===== src/rtl/mul_sequencer_if.sv =====
// Execute-stage multiply handshake: start/abort and operands in, stall request
// and flagged product out.
interface mul_sequencer_if #(
    parameter int WIDTH = 32
);
    logic             StartE;
    logic             AccumulateE;
    logic [WIDTH-1:0] SrcAE;
    logic [WIDTH-1:0] SrcBE;
    logic [WIDTH-1:0] AccE;
    logic             AbortE;
    logic             BusyE;
    logic             DoneE;
    logic [WIDTH-1:0] ResultE;
    logic             ResultNE;
    logic             ResultZE;

    modport master (
        output StartE, AccumulateE, SrcAE, SrcBE, AccE, AbortE,
        input  BusyE, DoneE, ResultE, ResultNE, ResultZE
    );

    modport slave (
        input  StartE, AccumulateE, SrcAE, SrcBE, AccE, AbortE,
        output BusyE, DoneE, ResultE, ResultNE, ResultZE
    );
endinterface


===== src/rtl/mul_sequencer.sv =====
// Radix-2 shift-add multiply (with optional accumulate) that stalls Execute
// while it iterates and presents the product plus N/Z flags for one cycle.
module mul_sequencer #(
    parameter int WIDTH = 32
) (
    input  logic             clk,
    input  logic             reset,
    mul_sequencer_if.slave   bus
);
    localparam int CW = $clog2(WIDTH) + 1;

    typedef enum logic [1:0] {
        IDLE = 2'd0,
        RUN  = 2'd1,
        DONE = 2'd2
    } state_t;

    state_t           state_q, state_d;
    logic [WIDTH-1:0] mcand_q, mcand_d;
    logic [WIDTH-1:0] mplier_q, mplier_d;
    logic [WIDTH-1:0] product_q, product_d;
    logic [CW-1:0]    count_q, count_d;
    logic [WIDTH-1:0] result_q, result_d;
    logic             result_z_q, result_z_d;
    logic [WIDTH-1:0] add_s;
    logic [WIDTH-1:0] shifted_s;

    // Next-state and datapath for the three-state iteration controller
    always_comb begin
        state_d    = state_q;
        mcand_d    = mcand_q;
        mplier_d   = mplier_q;
        product_d  = product_q;
        count_d    = count_q;
        result_d   = result_q;
        result_z_d = result_z_q;
        add_s      = product_q + (mplier_q[0] ? mcand_q : {WIDTH{1'b0}});
        shifted_s  = mplier_q >> 1;

        case (state_q)
            IDLE: begin
                if (bus.StartE) begin
                    mcand_d   = bus.SrcAE;
                    mplier_d  = bus.SrcBE;
                    product_d = bus.AccumulateE ? bus.AccE : {WIDTH{1'b0}};
                    count_d   = {CW{1'b0}};
                    state_d   = RUN;
                end else begin
                    state_d = IDLE;
                end
            end
            RUN: begin
                product_d = add_s;
                mcand_d   = mcand_q << 1;
                mplier_d  = shifted_s;
                count_d   = count_q + {{(CW-1){1'b0}}, 1'b1};
                // Result is captured on entry to DONE so it is a flop output there
                if ((shifted_s == {WIDTH{1'b0}}) || (count_d == CW'(WIDTH))) begin
                    state_d    = DONE;
                    result_d   = add_s;
                    result_z_d = (add_s == {WIDTH{1'b0}});
                end else begin
                    state_d = RUN;
                end
            end
            DONE: begin
                state_d = IDLE;
            end
            default: begin
                state_d = IDLE;
            end
        endcase

        if (bus.AbortE) begin
            state_d    = IDLE;
            result_d   = result_q;
            result_z_d = result_z_q;
        end else begin
            state_d = state_d;
        end
    end

    // State and datapath registers with synchronous reset
    always_ff @(posedge clk) begin
        if (reset) begin
            state_q    <= IDLE;
            mcand_q    <= {WIDTH{1'b0}};
            mplier_q   <= {WIDTH{1'b0}};
            product_q  <= {WIDTH{1'b0}};
            count_q    <= {CW{1'b0}};
            result_q   <= {WIDTH{1'b0}};
            result_z_q <= 1'b1;
        end else begin
            state_q    <= state_d;
            mcand_q    <= mcand_d;
            mplier_q   <= mplier_d;
            product_q  <= product_d;
            count_q    <= count_d;
            result_q   <= result_d;
            result_z_q <= result_z_d;
        end
    end

    // Stall must rise in the same cycle the multiply is accepted
    assign bus.BusyE    = ((state_q == IDLE) && bus.StartE) || (state_q == RUN);
    assign bus.DoneE    = (state_q == DONE);
    assign bus.ResultE  = result_q;
    assign bus.ResultNE = result_q[WIDTH-1];
    assign bus.ResultZE = result_z_q;
endmodule


===== src/flat_wrapper.sv =====
// flat-port wrapper written by rule: the top's interface ports become plain ports
module mul_sequencer_flat 
#(
    parameter int WIDTH = 32
)
  (clk, reset, bus_StartE, bus_AccumulateE, bus_SrcAE, bus_SrcBE, bus_AccE, bus_AbortE, bus_BusyE, bus_DoneE, bus_ResultE, bus_ResultNE, bus_ResultZE);
  mul_sequencer_if #(.WIDTH(WIDTH)) bus_i ();
  input  logic clk;
  input  logic reset;
  input wire logic [$bits(bus_i.StartE)-1:0] bus_StartE;
  input wire logic [$bits(bus_i.AccumulateE)-1:0] bus_AccumulateE;
  input wire logic [$bits(bus_i.SrcAE)-1:0] bus_SrcAE;
  input wire logic [$bits(bus_i.SrcBE)-1:0] bus_SrcBE;
  input wire logic [$bits(bus_i.AccE)-1:0] bus_AccE;
  input wire logic [$bits(bus_i.AbortE)-1:0] bus_AbortE;
  output wire logic [$bits(bus_i.BusyE)-1:0] bus_BusyE;
  output wire logic [$bits(bus_i.DoneE)-1:0] bus_DoneE;
  output wire logic [$bits(bus_i.ResultE)-1:0] bus_ResultE;
  output wire logic [$bits(bus_i.ResultNE)-1:0] bus_ResultNE;
  output wire logic [$bits(bus_i.ResultZE)-1:0] bus_ResultZE;
  assign bus_i.StartE = bus_StartE;
  assign bus_i.AccumulateE = bus_AccumulateE;
  assign bus_i.SrcAE = bus_SrcAE;
  assign bus_i.SrcBE = bus_SrcBE;
  assign bus_i.AccE = bus_AccE;
  assign bus_i.AbortE = bus_AbortE;
  assign bus_BusyE = bus_i.BusyE;
  assign bus_DoneE = bus_i.DoneE;
  assign bus_ResultE = bus_i.ResultE;
  assign bus_ResultNE = bus_i.ResultNE;
  assign bus_ResultZE = bus_i.ResultZE;
  mul_sequencer #(.WIDTH(WIDTH)) u_core (.clk(clk), .reset(reset), .bus(bus_i));
endmodule

===== config.mk =====
export PLATFORM = sky130hd
export DESIGN_NAME = mul_sequencer_flat
export DESIGN_NICKNAME = d
export VERILOG_FILES = /design/src/rtl/mul_sequencer_if.sv /design/src/rtl/mul_sequencer.sv /design/src/flat_wrapper.sv
export SDC_FILE = /design/constraint.sdc
export NUM_CORES = 1
export LEC_CHECK = 0
export ABC_CLOCK_PERIOD_IN_PS = 4890
export CAP_MARGIN = 20
export CORE_MARGIN = 4
export CORE_UTILIZATION = 30
export DETAILED_ROUTE_END_ITERATION = 16
export PLACE_DENSITY = 0.61
export SYNTH_ARGS = -nofsm -noshare
export SYNTH_HDL_FRONTEND = slang
export SYNTH_SLANG_ARGS = --single-unit

===== constraint.sdc =====
create_clock -name clk -period 4.89 [get_ports clk]
set_input_delay 1.467 -clock clk [delete_from_list [all_inputs] [get_ports clk]]
set_output_delay 1.467 -clock clk [all_outputs]
set_load 0.005 [all_outputs]

==> summary.md <==
| Metric | Value |
|---|---|
| Post-CTS Resized | `0` |
| Leakage power figure | `3.93 nW` |
| Fin crit period | `4.42 ns` |
| Root Buffer | `clkbuf_16` |
| Crit-path max FO | `5` |
| Slew Limit Fails | `0` |
| Tot Pwr | `3.04 mW` |
| Die ar. | `29200 um^2` |
| Cell mode on critical path | `clkdlybuf4s50_1` |
| Post-Syn Instances | `1027` |
| VDD IR max | `0.000155 V` |
| Mapped Area | `7950 um^2` |
| Kind of critical path | `in -> out` |
| Initial antenna violation count | `3` |
| Syn Area/Cell | `7.74 um^2` |
| Final GP Congestion | `0.854` |
| Max Fclk | `226 MHz` |
| DRC | `0` |
| Hold crit path type | `reg -> reg` |
| Die W | `171 um` |
| Slew margin rel. | `35.3%` |
| CTS buffer count | `17` |
| Post-Route WL | `23500 um` |
| Clock Skews | `0.0106 ns` |
| WL/cell | `16.1 um` |
| Clock Pin Slew Worst Setup and Hold Paths | `0.06 ns` |
| Slowest stage delay, CP | `0.55 ns` |
| Setup crit start | `bus_StartE` |
| Worst skew pair latency | `0.43 ns` |
| TNS Setup | `0 ns` |
| FF+latch area | `2740 um^2` |
| Footprint of the multi-input gates | `4880 um^2` |
| Starting Density | `30.5%` |
| R2R Path Start | `u_core.mplier_q[0]$_SDFFE_PP0P_` |
| Synthesized flop and latch total | `137` |
| Fill cells | `2663` |
| Max Buffers Root-to-Sink | `2` |
| Via count | `7755` |
| Fin crit share | `90.4%` |
| H-Tree Depth | `4` |
| Crit path capture type | `primary output` |
| Synth area leaders | `dfxtp_1, a311oi_1, nand2_1` |
| TritonCTS clock tree | `yes` |
| Max Cap Viol | `0` |
| I/O Pins | `137` |
| Complex-gate fraction of the synthesized area | `22.3%` |
| Adder-cell area share of the yosys netlist | `5.29%` |
| Worst slew pin tran | `0.971 ns` |
| Gr usage total | `16.1%` |
| Layout Nets | `1249` |
| Post-CTS Setup Bufs | `0` |
| DP HPWL | `17100 um` |
| Most instantiated cells after synthesis | `nand2_1, nor2_1, dfxtp_1` |
| RSZ-0062 raised after global routing | `no` |
| Yosys top cell by area | `dfxtp_1` |
| CP startpoint kind | `primary input` |
| Post-synth EDFFs | `0` |
| Core Area | `26100 um^2` |
| Status | `completed` |
| Final ANT Viol Nets | `0` |
| Largest net degree at the start of global routing | `97` |
| Syn. warnings | `0` |
| Mux contribution to synthesized area | `3.79%` |
| Buffers & Inverters on Critical Path | `3` |
| Top FF cell, synth | `dfxtp_1` |
| First-pass GRT wire length | `38000 um` |
| Overflow left after global routing | `0` |
| Number of global-route vias before repair | `7443` |
| Mapped Nets | `1161` |
| Antenna diodes | `0` |
| Detailed Route Iter0 Violations | `475` |
| Most frequent cell after synthesis | `nand2_1` |
| Setup Viol. Count Final | `0` |
| Crit-path cells | `clkdlybuf4s50_1 -> nor2b_4 -> nor2_1 -> inv_1 -> clkdlybuf4s50_1` |
| TritonRoute pass-1 iters | `6` |
| Unique masters post-synth | `67` |
| Yosys top cell area share | `34.5%` |
| Slowest cell on the critical path | `clkdlybuf4s50_1` |
| Hold_buf cts | `0` |
| Family with the most delay on the worst path | `buffers and inverters` |
| Count of clock tree sinks | `137` |
| PD cells | `298 nW/um^2` |
| Row count | `59` |
| Count of port buffers added during placement | `136` |
| Register area share after synthesis | `34.5%` |
| Layout area overhead | `28.1%` |
| Final hold slack | `0.482 ns` |
| XOR/XNOR Fraction of Synth Area | `2.42%` |
| Critical path arrival | `2.95 ns` |
| Via density | `5.30` |
| Largest family of logic cells by synthesized area | `simple AND/OR/NAND/NOR gates` |
| Req. time, crit path | `3.42 ns` |
| Async S/R FF share, synth | `0%` |
| Synth Area in Simple Gates | `27.1%` |
| DIE HEIGHT | `171 um` |
| Final hold vios | `0` |
| Share of cells above drive strength 1 | `5.32%` |
| Worst hold start | `u_core.product_q[2]$_SDFFE_PP0P_` |
-- flip-flops by register name (all words and copies together) (netlist names) --
| register | flops |
|---|---|
| u_core.product_q | 32 |
| u_core.mcand_q | 32 |
| u_core.mplier_q | 32 |
| u_core.state_q | 2 |
| u_core.bus.ResultZE | 1 |
| u_core.count_q | 6 |
| u_core.bus.ResultE | 32 |
-- logic make-up after synthesis --
logic type	Yosys count
and+or+nand+nor	482
buffers and inverters	91
DFF	137
muxes	30
xor gates and xnor gates	22
AOI/OAI and AO/OA	232
adders and majority gates	33
-- metal layers --
| layer | track usage [%] | share of wire (%) | wire (um) | vias up |
|---|---|---|---|---|
| met3 | 3.79 | 5.5 | 1280 | 48 |
| met2 | 25.8 | 46 | 10700 | 193 |
| li1 | - | - | - | 3908 |
| met5 | 0 | 0.20 | 47 | - |
| met1 | 21.2 | 46 | 10900 | 3600 |
| met4 | 5.94 | 2.7 | 637 | 6 |
-- tightest hold or removal path, stage by stage (launching register included) --
cell and delay, ns:
dfxtp_1 0.31, nand2_1 0.05, a311oi_1 0.07
-- cells in the final DEF, fill, tap and decap left out, types with 13 or more instances in the layout --
cell type        Yosys  final
nor3_1              13     13
mux2i_1             29     29
o21ai_0             20     20
nand2_1            177    177
and2_1              35     35
nor4_1              14     14
nand3_1             37     37
a211oi_1            26     26
nor2_1             154    153
clkbuf_16            0     17
a311oi_1            88     88
a21oi_1             35     35
clkdlybuf4s50_1      0    135
ha_1                32     32
dfxtp_1            137    137
xnor2_1             14     14
-- stage by stage --
step	cells	cell area [um^2]	util [%]	setup slack (ns)
floorplan	1027	7950	-	1.24
global placement	1429	9520	36.5	0.486
detailed placement	1430	9540	36.6	0.472
CTS	1461	10200	39.0	0.456
global route	1462	10200	39.1	0.404
finish	1462	10200	39.1	0.470
-- final cells by class --
cell class,instances,share of cell area (%)
clock buffers,19,4.45
well taps,335,4.12
inverters,12,0.442
clock inverters,12,1.71
multi-input cells,799,47.9
flip-flops and latches,137,26.9
repair buffers,148,14.4
-- final timing paths --
| check | endpoint | slack [ns] | depth (start not counted) |
|---|---|---|---|
| worst max-delay path | bus_BusyE | 0.47 | 5 |
| worst min-delay path | u_core.product_q[2]$_SDFFE_PP0P_ | 0.48 | 2 |
| worst max register to register | u_core.bus.ResultZE$_SDFFE_PP1P_ | 1.06 | 11 |
| worst min register to register | u_core.product_q[2]$_SDFFE_PP0P_ | 0.48 | 2 |
-- report_power, final --
| group | switching (mW) | internal [mW] | leakage [nW] | total (mW) |
|---|---|---|---|---|
| combinational | 0.236 | 0.195 | 2.51 | 0.431 |
| clock | 0.509 | 0.875 | 0.297 | 1.38 |
| sequential | 0.0463 | 1.18 | 1.12 | 1.22 |
Note: power is estimated with default switching activity, not from simulation.
